[config.mk]
export PLATFORM = sky130hd
export DESIGN_NAME = lsu32_flat
export DESIGN_NICKNAME = d
export VERILOG_FILES = /design/src/rtl/rv32i_pkg.sv /design/src/rtl/lsu32_if.sv /design/src/rtl/lsu_align.sv /design/src/rtl/lsu32.sv /design/src/flat_wrapper.sv
export SDC_FILE = /design/constraint.sdc
export NUM_CORES = 1
export LEC_CHECK = 0
export BUFFER_PORTS_ARGS = -buffer_cell sky130_fd_sc_hd__buf_4
export CAP_MARGIN = 30
export CORE_UTILIZATION = 30
export CTS_CLUSTER_DIAMETER = 200
export DETAILED_ROUTE_END_ITERATION = 7
export PLACE_DENSITY = 0.57
export SLEW_MARGIN = 5
export SYNTH_ARGS = -nofsm -noshare
export SYNTH_HDL_FRONTEND = slang
export SYNTH_HIERARCHICAL = 1
export SYNTH_SLANG_ARGS = --single-unit
[constraint.sdc]
create_clock -name clk -period 3.24 [get_ports clk]
set_input_delay 0.162 -clock clk [delete_from_list [all_inputs] [get_ports clk]]
set_output_delay 0.162 -clock clk [all_outputs]
set_load 0.02 [all_outputs]
[src/rtl/rv32i_pkg.sv]
// Shared RV32I definitions for the load/store path: funct3 codes, fault codes
// and the LSU state encoding.
package rv32i_pkg;

  localparam logic [2:0] F3_LB  = 3'b000;
  localparam logic [2:0] F3_LH  = 3'b001;
  localparam logic [2:0] F3_LW  = 3'b010;
  localparam logic [2:0] F3_LBU = 3'b100;
  localparam logic [2:0] F3_LHU = 3'b101;
  localparam logic [2:0] F3_SB  = 3'b000;
  localparam logic [2:0] F3_SH  = 3'b001;
  localparam logic [2:0] F3_SW  = 3'b010;

  typedef enum logic [1:0] {
    FLT_NONE     = 2'b00,
    FLT_MISALIGN = 2'b01,
    FLT_TIMEOUT  = 2'b10,
    FLT_ILLEGAL  = 2'b11
  } fault_e;

  typedef enum logic [1:0] {
    ST_IDLE   = 2'b00,
    ST_ACCESS = 2'b01,
    ST_DONE   = 2'b10
  } lsu_state_e;

endpackage

[src/rtl/lsu32_if.sv]
// Word-wide memory bus between the LSU (master) and memory (slave).
interface lsu32_if;
  logic        mem_req;
  logic        mem_we;
  logic [31:0] mem_addr;
  logic [3:0]  mem_wstrb;
  logic [31:0] mem_wdata;
  logic [31:0] mem_rdata;
  logic        mem_ready;

  modport master (
    output mem_req, mem_we, mem_addr, mem_wstrb, mem_wdata,
    input  mem_rdata, mem_ready
  );

  modport slave (
    input  mem_req, mem_we, mem_addr, mem_wstrb, mem_wdata,
    output mem_rdata, mem_ready
  );
endinterface

[src/rtl/lsu_align.sv]
// Combinational lane logic: store strobes/replication, load extraction with
// sign/zero extension, and legality/alignment flags for a funct3.
module lsu_align
  import rv32i_pkg::*;
(
  input  logic        store,
  input  logic [2:0]  funct3,
  input  logic [1:0]  addr_lo,
  input  logic [31:0] wdata,
  input  logic [31:0] mem_rdata,
  output logic [3:0]  wstrb,
  output logic [31:0] wdata_rep,
  output logic [31:0] load_data,
  output logic        misaligned,
  output logic        illegal
);

  logic [7:0]  lane_b;
  logic [15:0] lane_h;

  assign lane_b = mem_rdata[{addr_lo, 3'b000} +: 8];
  assign lane_h = mem_rdata[{addr_lo[1], 4'b0000} +: 16];

  always_comb begin
    wstrb      = 4'b0000;
    wdata_rep  = wdata;
    load_data  = 32'h0;
    misaligned = 1'b0;
    illegal    = 1'b0;
    case (funct3)
      F3_LB: begin
        if (store) begin
          wstrb     = 4'b0001 << addr_lo;
          wdata_rep = {4{wdata[7:0]}};
        end else begin
          load_data = {{24{lane_b[7]}}, lane_b};
        end
      end
      F3_LH: begin
        misaligned = addr_lo[0];
        if (store) begin
          wstrb     = addr_lo[1] ? 4'b1100 : 4'b0011;
          wdata_rep = {2{wdata[15:0]}};
        end else begin
          load_data = {{16{lane_h[15]}}, lane_h};
        end
      end
      F3_LW: begin
        misaligned = (addr_lo != 2'b00);
        if (store) wstrb = 4'b1111;
        else       load_data = mem_rdata;
      end
      // Unsigned variants exist only for loads.
      F3_LBU: begin
        illegal   = store;
        load_data = {24'h0, lane_b};
      end
      F3_LHU: begin
        illegal    = store;
        misaligned = addr_lo[0];
        load_data  = {16'h0, lane_h};
      end
      default: illegal = 1'b1;
    endcase
  end

endmodule

[src/rtl/lsu32.sv]
// Load/store unit: request latch, IDLE/ACCESS/DONE sequencer and bus-wait
// timeout for one word-bus access per instruction.
//   state     | meaning
//   ST_IDLE   | waiting for req_valid; faults are detected here without bus activity
//   ST_ACCESS | mem_req held until mem_ready or the wait counter expires
//   ST_DONE   | one-cycle done pulse carrying rdata/fault
module lsu32
  import rv32i_pkg::*;
#(
  parameter int unsigned TIMEOUT = 16
) (
  input  logic        clk,
  input  logic        rst,
  input  logic        req_valid,
  input  logic        req_store,
  input  logic [2:0]  req_funct3,
  input  logic [31:0] req_addr,
  input  logic [31:0] req_wdata,
  output logic        busy,
  output logic        done,
  output logic [31:0] rdata,
  output logic [1:0]  fault,
  lsu32_if.master     bus
);

  localparam int CW = (TIMEOUT > 1) ? $clog2(TIMEOUT) : 1;
  localparam logic [CW-1:0] CNT_LAST = CW'(TIMEOUT - 1);

  lsu_state_e  state, state_n;
  logic        store_q;
  logic [2:0]  funct3_q;
  logic [31:0] addr_q;
  logic [31:0] wdata_q;
  logic [31:0] rdata_q;
  fault_e      fault_q;
  logic [CW-1:0] cnt;

  logic        in_idle, in_access, timeout_hit;
  logic        a_store;
  logic [2:0]  a_funct3;
  logic [1:0]  a_addr_lo;
  logic [31:0] a_wdata;
  logic [3:0]  wstrb;
  logic [31:0] wdata_rep, load_data;
  logic        misaligned, illegal;

  assign in_idle   = (state == ST_IDLE);
  assign in_access = (state == ST_ACCESS);
  assign timeout_hit = (TIMEOUT != 0) && (cnt == CNT_LAST);

  // Flags must be judged on the live request in IDLE; afterwards the latch drives the lanes.
  assign a_store   = in_idle ? req_store      : store_q;
  assign a_funct3  = in_idle ? req_funct3     : funct3_q;
  assign a_addr_lo = in_idle ? req_addr[1:0]  : addr_q[1:0];
  assign a_wdata   = in_idle ? req_wdata      : wdata_q;

  lsu_align u_align (
    .store      (a_store),
    .funct3     (a_funct3),
    .addr_lo    (a_addr_lo),
    .wdata      (a_wdata),
    .mem_rdata  (bus.mem_rdata),
    .wstrb      (wstrb),
    .wdata_rep  (wdata_rep),
    .load_data  (load_data),
    .misaligned (misaligned),
    .illegal    (illegal)
  );

  always_ff @(posedge clk) begin
    if (rst) state <= ST_IDLE;
    else     state <= state_n;
  end

  always_comb begin
    state_n = state;
    case (state)
      ST_IDLE: begin
        if (req_valid) state_n = (illegal || misaligned) ? ST_DONE : ST_ACCESS;
      end
      ST_ACCESS: begin
        if (bus.mem_ready || timeout_hit) state_n = ST_DONE;
      end
      ST_DONE: state_n = ST_IDLE;
      default: state_n = ST_IDLE;
    endcase
  end

  always_ff @(posedge clk) begin
    if (rst) begin
      store_q  <= 1'b0;
      funct3_q <= 3'b000;
      addr_q   <= 32'h0;
      wdata_q  <= 32'h0;
      rdata_q  <= 32'h0;
      fault_q  <= FLT_NONE;
      cnt      <= '0;
    end else begin
      case (state)
        ST_IDLE: begin
          if (req_valid) begin
            store_q  <= req_store;
            funct3_q <= req_funct3;
            addr_q   <= req_addr;
            wdata_q  <= req_wdata;
            rdata_q  <= 32'h0;
            cnt      <= '0;
            fault_q  <= illegal ? FLT_ILLEGAL : (misaligned ? FLT_MISALIGN : FLT_NONE);
          end
        end
        ST_ACCESS: begin
          if (bus.mem_ready) rdata_q <= store_q ? 32'h0 : load_data;
          else if (timeout_hit) fault_q <= FLT_TIMEOUT;
          else cnt <= cnt + CW'(1);
        end
        default: ;
      endcase
    end
  end

  assign busy  = !in_idle;
  assign done  = (state == ST_DONE);
  assign rdata = done ? rdata_q : 32'h0;
  assign fault = done ? fault_q : FLT_NONE;

  assign bus.mem_req   = in_access;
  assign bus.mem_we    = in_access && store_q;
  assign bus.mem_addr  = in_access ? {addr_q[31:2], 2'b00} : 32'h0;
  assign bus.mem_wstrb = in_access ? wstrb : 4'b0000;
  assign bus.mem_wdata = (in_access && store_q) ? wdata_rep : 32'h0;

endmodule

[src/flat_wrapper.sv]
// flat-port wrapper written by rule: the top's interface ports become plain ports
module lsu32_flat import rv32i_pkg::*;
#(
  parameter int unsigned TIMEOUT = 16
)
  (clk, rst, req_valid, req_store, req_funct3, req_addr, req_wdata, busy, done, rdata, fault, bus_mem_req, bus_mem_we, bus_mem_addr, bus_mem_wstrb, bus_mem_wdata, bus_mem_rdata, bus_mem_ready);
  lsu32_if bus_i ();
  input  logic clk;
  input  logic rst;
  input  logic req_valid;
  input  logic req_store;
  input  logic [2:0] req_funct3;
  input  logic [31:0] req_addr;
  input  logic [31:0] req_wdata;
  output logic busy;
  output logic done;
  output logic [31:0] rdata;
  output logic [1:0] fault;
  output wire logic [$bits(bus_i.mem_req)-1:0] bus_mem_req;
  output wire logic [$bits(bus_i.mem_we)-1:0] bus_mem_we;
  output wire logic [$bits(bus_i.mem_addr)-1:0] bus_mem_addr;
  output wire logic [$bits(bus_i.mem_wstrb)-1:0] bus_mem_wstrb;
  output wire logic [$bits(bus_i.mem_wdata)-1:0] bus_mem_wdata;
  input wire logic [$bits(bus_i.mem_rdata)-1:0] bus_mem_rdata;
  input wire logic [$bits(bus_i.mem_ready)-1:0] bus_mem_ready;
  assign bus_mem_req = bus_i.mem_req;
  assign bus_mem_we = bus_i.mem_we;
  assign bus_mem_addr = bus_i.mem_addr;
  assign bus_mem_wstrb = bus_i.mem_wstrb;
  assign bus_mem_wdata = bus_i.mem_wdata;
  assign bus_i.mem_rdata = bus_mem_rdata;
  assign bus_i.mem_ready = bus_mem_ready;
  lsu32 #(.TIMEOUT(TIMEOUT)) u_core (.clk(clk), .rst(rst), .req_valid(req_valid), .req_store(req_store), .req_funct3(req_funct3), .req_addr(req_addr), .req_wdata(req_wdata), .busy(busy), .done(done), .rdata(rdata), .fault(fault), .bus(bus_i));
endmodule
==> metrics.txt, run 1 <==
largest net degree at the start of global routing=70; Min Hold Slack=0.04772 ns; Top FF cell, synth=dfxtp_1; Clk pin slew, worst setup/hold paths=0.08 ns; TritonCTS Buffers=9; ys async rst share=0; first-pass GRT wire length=31.07 mm; RR Endpoint=u_core/rdata_q[30]; count of different cell masters after synthesis=43; die area=approximately 22,000 um2; final hold vios=0; Crit path arrival time=approximately 2.9 ns; share of cells above drive strength 1=0.3201; Max transition margin=0.4619; run status=complete, no violations; Die Span X=147.8 um; Port Buf Inserts=a little over 200; antenna viol nets, final=0; Clock Sinks=108; Final nets=1,081; Worst Setup SP=u_core/state[1]; Max Cap Viol=0; Synth Register Bits=108; Clock Latency Late Sink=0.35 ns; Mapped Cells=824; Crit Path Max Fanout=12; min cycle time layout=3.066 ns; PwrDens=676.4 nW/um2; startpoint types=flip-flop; Critical Path End=bus_mem_wdata[9]; detail-routed via count per cell=4.850; sequential area share after synthesis=0.3389; CTS tree=done; # Post-CTS Setup Buffers=0; Setup TNS=0 ns; final setup vio count=0; fmax=326.2 MHz; Chip Height=about 150 um; largest family of logic cells by synthesized area=simple AND/OR/NAND/NOR gates; internal reg-to-reg setup slack=~0.53 ns; clock buffer depth=2; post-synthesis mux area share=0.1383; RSZ-0062 raised after global routing=no; FF-to-FF path depth=8; Reg area=around 2200 um2; First-pass DRT Iterations=4; Layout Skew=0.009987 ns; Routed WL=between 20 and 25 mm; Adder-Cell Fraction of Synth Area=0.001961; type of the worst setup path=flip-flop to output port; Synth Area in XOR/XNOR=0; leakage=roughly 0.0036 uW; hold crit path type=primary input to flip-flop; I/O pin count=210; Critical R2R Launch=u_core/state[1]; Critical Path RT=3.08 ns; Row Count=52; Routability Congestion=just under 0.9; Final period util=0.9463; vias in the first global route=roughly 5,500; core footprint=approximately 21,000 um2; Yosys top cell by area=dfxtp_1; Ys Warns=6; Iter 0 DRT Violations=~320; H-tree depth=3; Slew @ Worst Pin=0.8053 ns; number of synthesized flops with an enable pin=0; grt ovf=0; post-synthesis compound-gate area fraction=0.1414; Area growth syn-to-layout=29.46%; initial antenna violation count=1; All-Layer GR Usage=0.1816; PnR Total Power=5586 uW; hold buffer count at cts=0; ranking of synthesized cells by area=dfxtp_1 34%, nand2_1 12%, a21oi_1 9.3%; Syn Area/Cell=between 7 and 8 um2; area of the multi-input gates=3772 um2; cell area after synthesis=6380 um2; starting density of the core=0.3103; DR vias=6,072; routed length per instance=approximately 16 um; # DRC=0; Final Slew Violations=0; Worst IR Drop VDD=0.4072 mV; DP HPWL=14.01 mm; Root Driver=clkbuf_16; fillers=~2,200; Synth Area in Simple Gates=0.3061; # resized after CTS=0; Yosys top cell area share=0.3389; critical path endpoint category=output port
Yosys cell counts, types with 2 or more instances:
library cell and number:
nor2_1 17, mux2_2 47, nand2b_4 2, dfxtp_1 108, mux2_1 16, inv_2 2
buf_2 26, clkbuf_1 26, buf_6 5, buf_4 20, a221o_1 9, a21oi_1 118
nand4_1 7, nor3_1 4, nand2_2 10, nor4b_2 2, and3_1 35, buf_1 4
a211oi_1 3, nand3_1 34, a21o_1 2, nand2_1 203, inv_1 2, nor2_2 2
nor2b_1 2, mux2i_1 15, and2_1 70, o211ai_1 8, nand2b_1 5, o21ai_0 6
a21oi_4 2
power breakdown:
group | total [uW] | internal [uW] | leakage, uW | switching (uW)
Sequential | 1630 | 1510 | 0.000882 | 114
Combinational | 2850 | 1120 | 0.00259 | 1720
Clock | 1110 | 590 | 0.000149 | 525
critical path: stages, from the launching register on:
cell      delay, ns
dfxtp_1        0.45
nor2_8         0.22
mux2_2         0.43
nand2b_1       0.16
buf_4          0.18
nor3_4         0.40
mux2_1         0.37
and3_1         0.17
buf_4          0.15
worst min path at each step:
stage	start	cells past startpoint	slack, ns	to
detailed placement	req_addr[25]	3	0.42	u_core/addr_q[25]
finish	req_addr[29]	3	0.05	u_core/addr_q[29]
CTS	req_addr[15]	3	0.03	u_core/addr_q[15]
global route	req_addr[24]	3	0.04	u_core/addr_q[24]
floorplan	req_addr[10]	2	0.30	u_core/addr_q[10]
global placement	req_addr[10]	3	0.42	u_core/addr_q[10]
through the flow:
| step | instance area [um2] | setup slack, ns | utilization | cells |
|---|---|---|---|---|
| 4_1_cts | 8257 | 0.1554 | 0.4016 | 1251 |
| 6_report | 8259 | 0.1741 | 0.4017 | 1252 |
| 3_3_place_gp | 7959 | 0.5731 | 0.3871 | 1235 |
| 3_5_place_dp | 7959 | 0.5252 | 0.3871 | 1235 |
| 5_1_grt | 8259 | 0.01823 | 0.4017 | 1252 |
| 2_1_floorplan | 6384 | 0.6153 | - | 825 |
flip-flops by register name, indices dropped and copies added, names as in the netlist:
register         flops
u_core/addr_q       32
u_core/rdata_q      32
u_core/wdata_q      32
u_core/cnt           4
u_core/funct3_q      3
u_core/fault_q       2
u_core/state         2
u_core/store_q       1
layer usage:
metal / vias to the layer above / routed length, um / track usage
li1: 3091 / - / -
met1: 2774 / 9111 / 0.2427
met2: 197 / 9108 / 0.2847
met3: 10 / 1670 / 0.05833
met4: 0 / 162 / 0.03763
met5: - / 0 / 0
cells by family after synthesis:
logic type	count (synthesis)
flip-flops	108
AND/OR/NAND/NOR	397
other	1
buffers and inverters	85
adder cells (fa/ha/maj)	1
AO/OA/AOI/OAI	153
multiplexers	79
final cells by class:
type / count / area share
timing repair buffer: 221 / 0.2024
tap: 270 / 0.04090
inverter: 4 / 0.001818
sequential: 108 / 0.2618
clock buffer: 12 / 0.03227
multi-input combinational: 632 / 0.4567
clock inverter: 4 / 0.003787
antenna: 1 / 0.0003030
cell usage in the layout, fill, tap and decap left out, types with 15 or more instances in the layout:
master,count
a21oi_1,118
and2_1,69
and3_1,35
buf_4,220
dfxtp_1,108
mux2_1,16
mux2_2,47
mux2i_1,15
nand2_1,202
nand3_1,34
nor2_1,17
Note: power is estimated with default switching activity, not from simulation.
==> run 2: changes to the inputs <==
--- a/config.mk
+++ b/config.mk
@@ -7,10 +7,10 @@
 export LEC_CHECK = 0
 export BUFFER_PORTS_ARGS = -buffer_cell sky130_fd_sc_hd__buf_4
 export CAP_MARGIN = 30
-export CORE_UTILIZATION = 30
+export CORE_UTILIZATION = 50
 export CTS_CLUSTER_DIAMETER = 200
 export DETAILED_ROUTE_END_ITERATION = 7
-export PLACE_DENSITY = 0.57
+export PLACE_DENSITY = 0.84
 export SLEW_MARGIN = 5
 export SYNTH_ARGS = -nofsm -noshare
 export SYNTH_HDL_FRONTEND = slang
==> constraint.sdc (replaced) <==
create_clock -name clk -period 2.94 [get_ports clk]
set_input_delay 0.147 -clock clk [delete_from_list [all_inputs] [get_ports clk]]
set_output_delay 0.147 -clock clk [all_outputs]
set_load 0.02 [all_outputs]
==> metrics.txt, run 2 (synthesized netlist as in run 1, its figures left out) <==
run status=complete, no violations; Clk pin slew, worst setup/hold paths=0.08 ns (about the same); CP top delay family=multiplexers; first-pass GRT wire length=28.05 mm (-9.7%); Port Buf Inserts=207 (unchanged); First-pass DRT Iterations=5 (+1); commonest non-fill, non-tap cell in the layout=buf_4; Row Count=40 (-23%); die area=13,220 um2 (-40%); CP bufs+invs=2 (unchanged); CTS tree=done; FF-to-FF path depth=10 (+2); internal reg-to-reg setup slack=0.27 ns (-0.26 ns); largest net degree at the start of global routing=87 (+24%); worst hold start=req_addr[10]; DR vias=6,278 (+3.4%); most frequent cells in the layout=227 x buf_4, 202 x nand2_1, 118 x a21oi_1; # DRC=0 (unchanged); Clock Sinks=108 (unchanged); Final period util=0.9669; starting density of the core=0.5224 (+0.2121); PwrDens=775.0 nW/um2 (+15%); Critical Path RT=2.79 ns (-0.29 ns); routed length per instance=15.59 um (-2.7%); Hold Path Cell Cnt=3 (unchanged); I/O pin count=210 (unchanged); diode count=0 (-1); Final Slew Violations=0 (unchanged); detail-routed via count per cell=5.417 (+12%); All-Layer GR Usage=0.2689 (+0.08728); Critical R2R Launch=u_core/state[1]; Worst IR Drop VDD=0.3680 mV (-9.6%); Die Span X=115.0 um (-22%); startpoint types=flip-flop; fmax=approximately 350 MHz; Final nets=1,091 (+0.93%); antenna viol nets, final=0 (unchanged); final hold vios=0 (unchanged); min cycle time layout=2.843 ns; share of cells above drive strength 1=0.3249 (+0.004843); H-tree depth=3 (unchanged); Routed WL=18.06 mm (-9.9%); biggest regs=u_core/addr_q: 32 flops, u_core/rdata_q: 32 flops, u_core/wdata_q: 32 flops; PnR Total Power=6398 uW (+15%); Clock Latency Late Sink=0.35 ns (about the same); crit-path max cell delay=0.48 ns (+0.03 ns); type of the worst setup path=flip-flop to output port; worst slack at placement=0.3573 ns (-0.1680 ns); Area growth syn-to-layout=29.40% (about the same); fillers=1,038 (-53%); final setup vio count=0 (unchanged); Slew @ Worst Pin=0.9386 ns (+0.1332 ns); Routability Congestion=0.9122 (+3.7%); grt ovf=0 (unchanged); clock buffer depth=2 (unchanged); Root Driver=clkbuf_16; worst path cell trace=nor2_8 -> mux2_2 -> nor3b_2 -> buf_6 -> mux2_1 -> and3_1 -> buf_4; WHS Endpoint=u_core/addr_q[10]; Final Cell Area=8255 um2 (about the same); critical path endpoint category=output port; TritonCTS Buffers=9 (unchanged); leakage=0.003685 uW (+1.7%); Setup TNS=0 ns (unchanged); Max Cap Viol=0 (unchanged); Iter 0 DRT Violations=418 (+31%); initial antenna violation count=0 (-1); hold crit path type=primary input to flip-flop; vias in the first global route=5,672 (+2.5%); slowest CP cell=mux2_2; core footprint=12,210 um2 (-41%); PnR worst setup slack=0.09732 ns (-0.07683 ns); RSZ-0062 raised after global routing=no; Chip Height=115.0 um (-22%); Max transition margin=0.3743 (-0.08763); Crit Path Max Fanout=24 (+12); Placed Area=7871 um2 (-1.1%); Layout Skew=0.01016 ns (+0.0001737 ns); hold buffer count at cts=0 (unchanged); Crit path arrival time=2.70 ns (-0.20 ns); RR Endpoint=u_core/rdata_q[30]; DP HPWL=12.76 mm (-8.9%)
[run 2: changes by cell type in the layout (fill, tap and decap cells not counted), sizes merged]
cell / delta
bufinv: +2
inv: +1
buf: +10
clkinvlp: +1
clkinv: -2
diode: -1
clkbuf: -2
[run 2: area by class of cell]
cell class | count | area, um2 | share of cell area
clock buffer | 10 | 229.0 | 0.02774
tap | 168 | 210.2 | 0.02546
sequential | 108 | 2162 | 0.2619
clock inverter | 6 | 93.84 | 0.01137
inverter | 4 | 15.01 | 0.001819
multi-input combinational | 632 | 3770 | 0.4567
timing repair buffer | 231 | 1775 | 0.2151
[run 2: metrics by stage]
| stage | instances | hold WS (ns) | utilization |
|---|---|---|---|
| final | 1159 | 0.04111 | 0.6760 |
| after CTS | 1154 | 0.03057 | 0.6730 |
| after global placement | 1137 | 0.3958 | 0.6446 |
| after detailed placement | 1137 | 0.4044 | 0.6446 |
| after global routing | 1159 | 0.03634 | 0.6760 |
| after floorplan | 825 | 0.2830 | - |
[run 2: worst max-delay path by stage]
stage,startpoint,endpoint,slack [ns],cells after the start
2_1_floorplan,u_core/state[1],bus_mem_wdata[16],0.33,9
3_3_place_gp,u_core/state[1],bus_mem_wdata[8],0.43,7
3_5_place_dp,u_core/state[1],bus_mem_wdata[12],0.36,7
4_1_cts,u_core/state[1],bus_mem_wdata[12],0.03,8
5_1_grt,u_core/state[0],bus_mem_wdata[18],0.005,7
6_report,u_core/state[1],bus_mem_wdata[18],0.1,7
[run 2: worst min-delay path, stage by stage]
cell and delay [ns]:
buf_4 0.11, nand2_1 0.04, a21oi_1 0.05
[run 2: power breakdown]
part           leakage (uW)  switching, uW  internal (uW)
logic               0.00265           1930           1350
registers          0.000882            132           1670
clock network      0.000154            567            755
[run 2: timing repair]
item | 4_1_cts | 5_1_grt
pin swaps | 1 | 1
resized for setup | 1 | 0
setup endpoints to repair | 9 | 16
setup buffers | 1 | 5
[run 2: metal layers]
| metal | vias to the layer above | GRT usage | wire [um] |
|---|---|---|---|
| met1 | 2889 | 0.3347 | 7665 |
| li1 | 3101 | - | - |
| met5 | - | 0 | 0 |
| met4 | 0 | 0.1082 | 399 |
| met2 | 255 | 0.4578 | 8668 |
| met3 | 33 | 0.05061 | 1331 |
==> run 3: changes to the inputs <==
--- a/config.mk
+++ b/config.mk
@@ -5,12 +5,14 @@
 export SDC_FILE = /design/constraint.sdc
 export NUM_CORES = 1
 export LEC_CHECK = 0
+export ABC_AREA = 1
 export BUFFER_PORTS_ARGS = -buffer_cell sky130_fd_sc_hd__buf_4
 export CAP_MARGIN = 30
+export CORE_MARGIN = 2
 export CORE_UTILIZATION = 50
 export CTS_CLUSTER_DIAMETER = 200
 export DETAILED_ROUTE_END_ITERATION = 7
-export PLACE_DENSITY = 0.84
+export PLACE_DENSITY = 0.83
 export SLEW_MARGIN = 5
 export SYNTH_ARGS = -nofsm -noshare
 export SYNTH_HDL_FRONTEND = slang
==> metrics.txt, run 3 <==
internal power=3934 uW (+4.4%); leakage=0.004498 uW (+22%); All-Layer GR Usage=0.2660 (-0.002886); detail-routed via count per cell=5.101 (-5.8%); clock buffer depth=2 (unchanged); Routability Congestion=0.8637 (-5.3%); final setup vio count=0 (unchanged); Mapped Cells=1,201 (+46%); Post-synth top cells=298 x nand2_1, 187 x inv_1, 158 x nor2_1; Clk pin slew, worst setup/hold paths=0.08 ns (about the same); startpoint types=flip-flop; count of different cell masters after synthesis=29 (-33%); # DRC=0 (unchanged); ys async rst share=0 (unchanged); DR vias=7,809 (+24%); starting density of the core=0.5157 (-0.006691); TritonCTS Buffers=9 (unchanged); clock network power share=0.152 (-0.055); sequential area share after synthesis=0.3141 (-0.02482); Clock Latency Late Sink=0.36 ns (about the same); Critical Path RT=2.79 ns (about the same); Comb pwr share=0.594 (+0.082); type of the worst setup path=flip-flop to output port; share of cells above drive strength 1=0.1934 (-0.1316); Top FF cell, synth=dfxtp_1; Layout Skew=0.008485 ns (-0.001676 ns); Area growth syn-to-layout=26.54%; Placed Area=8363 um2 (+6.2%); PwrDens=907.9 nW/um2 (+17%); run status=complete, no violations; Max transition margin=0.3917 (+0.01744); fin cells=1,531 (+32%); number of synthesized flops with an enable pin=0 (unchanged); Iter 0 DRT Violations=717 (+72%); routed length per instance=13.05 um (-16%); Final nets=1,455 (+33%); diode count=0 (unchanged); Crit Path Max Fanout=16 (-33%); Die Span X=121.3 um (+5.5%); initial antenna violation count=0 (unchanged); vias in the first global route=6,750 (+19%); Slew @ Worst Pin=0.9111 ns (-0.02748 ns); switch share=0.5026 (+0.09148); hold crit path type=primary input to flip-flop; antenna viol nets, final=0 (unchanged); fmax=365.2 MHz (+3.8%); Row Count=42 (+5.0%); critical path endpoint category=output port; Root Driver=clkbuf_16; H-tree depth=3 (unchanged); ranking of synthesized cells by area=dfxtp_1 31%, nand2_1 16%, o21ai_0 10%; Yosys top cell by area=dfxtp_1; placed cell count=1,511 (+33%); commonest non-fill, non-tap cell in the layout=nand2_1; DP HPWL=13.95 mm (+9.3%); most frequent cells in the layout=298 x nand2_1, 221 x buf_4, 186 x inv_1; Final Slew Violations=0 (unchanged); Final Cell Area=8711 um2 (+5.5%); Yosys top cell area share=0.3141 (-0.02482); grt ovf=0 (unchanged); met3 Track Usage GR=0.06485 (+0.01424); die area=14,720 um2 (+11%); Final period util=0.9314 (-0.03552); Synth Register Bits=108 (unchanged); cell area after synthesis=6884 um2 (+7.9%); CTS tree=done; I/O pin count=210 (unchanged); first-pass GRT wire length=31.90 mm (+14%); Net Sw Power=3975 uW (+51%); min cycle time layout=2.738 ns (-0.1044 ns); Max Cap Viol=0 (unchanged); Crit path arrival time=2.59 ns (-0.11 ns); met1 GRT Util=0.3503 (+0.01559); Port Buf Inserts=207 (unchanged); Routed WL=19.98 mm (+11%); Worst IR Drop VDD=0.4837 mV (+31%); Chip Height=121.3 um (+5.5%); Seq pwr share=0.254 (-0.027); Ys Warns=6 (unchanged); First-pass DRT Iterations=6 (+1); final hold vios=0 (unchanged); biggest regs=u_core/addr_q: 32 flops, u_core/rdata_q: 32 flops, u_core/wdata_q: 32 flops; core footprint=13,350 um2 (+9.3%); M2 GR Usage=0.4263 (-0.03157); Clock Sinks=108 (unchanged); largest net degree at the start of global routing=101 (+16%); most numerous cell in the Yosys netlist=nand2_1; GRT busiest layer=met2; Min Hold Slack=0.06219 ns (+0.02108 ns); Syn Area/Cell=5.732 um2 (-26%)
-- run 3: final timing paths --
kind | end | cells after the start | startpoint | slack (ns)
min | u_core/addr_q[4] | 3 | req_addr[4] | 0.06
max | bus_mem_wdata[29] | 12 | u_core/state[0] | 0.20
max reg2reg | u_core/rdata_q[26] | 11 | u_core/state[0] | 0.44
min reg2reg | u_core/wdata_q[29] | 2 | u_core/wdata_q[29] | 0.45
-- run 3: repair_timing --
action / in CTS / in global routing
buffers inserted: 0 / 3
resized for setup: 0 / 8
hold buffers: 1 / 0
endpoints found under the setup margin: 0 / 50
endpoints found under the hold margin: 1 / 0
-- run 3: cell families (layout without fill, tap and decap cells) --
group	count (synthesis)	count (layout)	share of synthesized area
AND/OR/NAND/NOR	573	573	0.3379
AO/OA/AOI/OAI	236	236	0.1758
adder cells (fa/ha/maj)	1	1	0.001817
other	1	2	0.0005447
buffers and inverters	282	435	0.1699
flip-flops	108	108	0.3141
-- run 3: per-layer routing --
layer | part of all wire | up-vias | wire length (um)
li1 | - | 3990 | -
met1 | 0.43 | 3473 | 8566
met2 | 0.47 | 310 | 9441
met3 | 0.079 | 36 | 1580
met4 | 0.019 | 0 | 389
met5 | 0 | - | 0
-- run 3: power groups by stage --
stage / Sequential, uW / Combinational (uW) / Clock, uW
global placement: 2030 / 4460 / 0
floorplan: 2000 / 3570 / 0
finish: 2010 / 4700 / 1200
detailed placement: 2040 / 4530 / 0
global route: 2050 / 5300 / 1290
CTS: 2010 / 4560 / 1230
-- run 3: layout make-up --
| class | count | area, um2 |
|---|---|---|
| clock inverters | 6 | 58.81 |
| fillers | 1315 | 4637 |
| inverters | 194 | 728.2 |
| repair buffers | 225 | 1720 |
| clock buffers | 10 | 229.0 |
| multi-input cells | 812 | 3592 |
| flip-flops and latches | 108 | 2162 |
| well taps | 176 | 220.2 |
-- run 3: worst max-delay path: stages, from the launching register on --
cell     delay, ns
dfxtp_1       0.36
nor2_4        0.32
nand2_1       0.10
o21ai_1       0.18
inv_2         0.13
nand2_4       0.19
nand2_2       0.19
nand2_4       0.22
nand2_1       0.07
nand3_1       0.08
inv_1         0.06
nor2_1        0.14
buf_4         0.16
-- run 3: stage by stage --
step	setup TNS, ns	util	worst slack [ns]	power, uW
2_1_floorplan	0	-	0.4841	5573
3_3_place_gp	0	0.6265	0.3302	6487
3_5_place_dp	0	0.6265	0.2341	6569
4_1_cts	0	0.6489	0.01828	7796
5_1_grt	-0.01358	0.6526	-0.01156	8639
6_report	0	0.6526	0.2017	7909
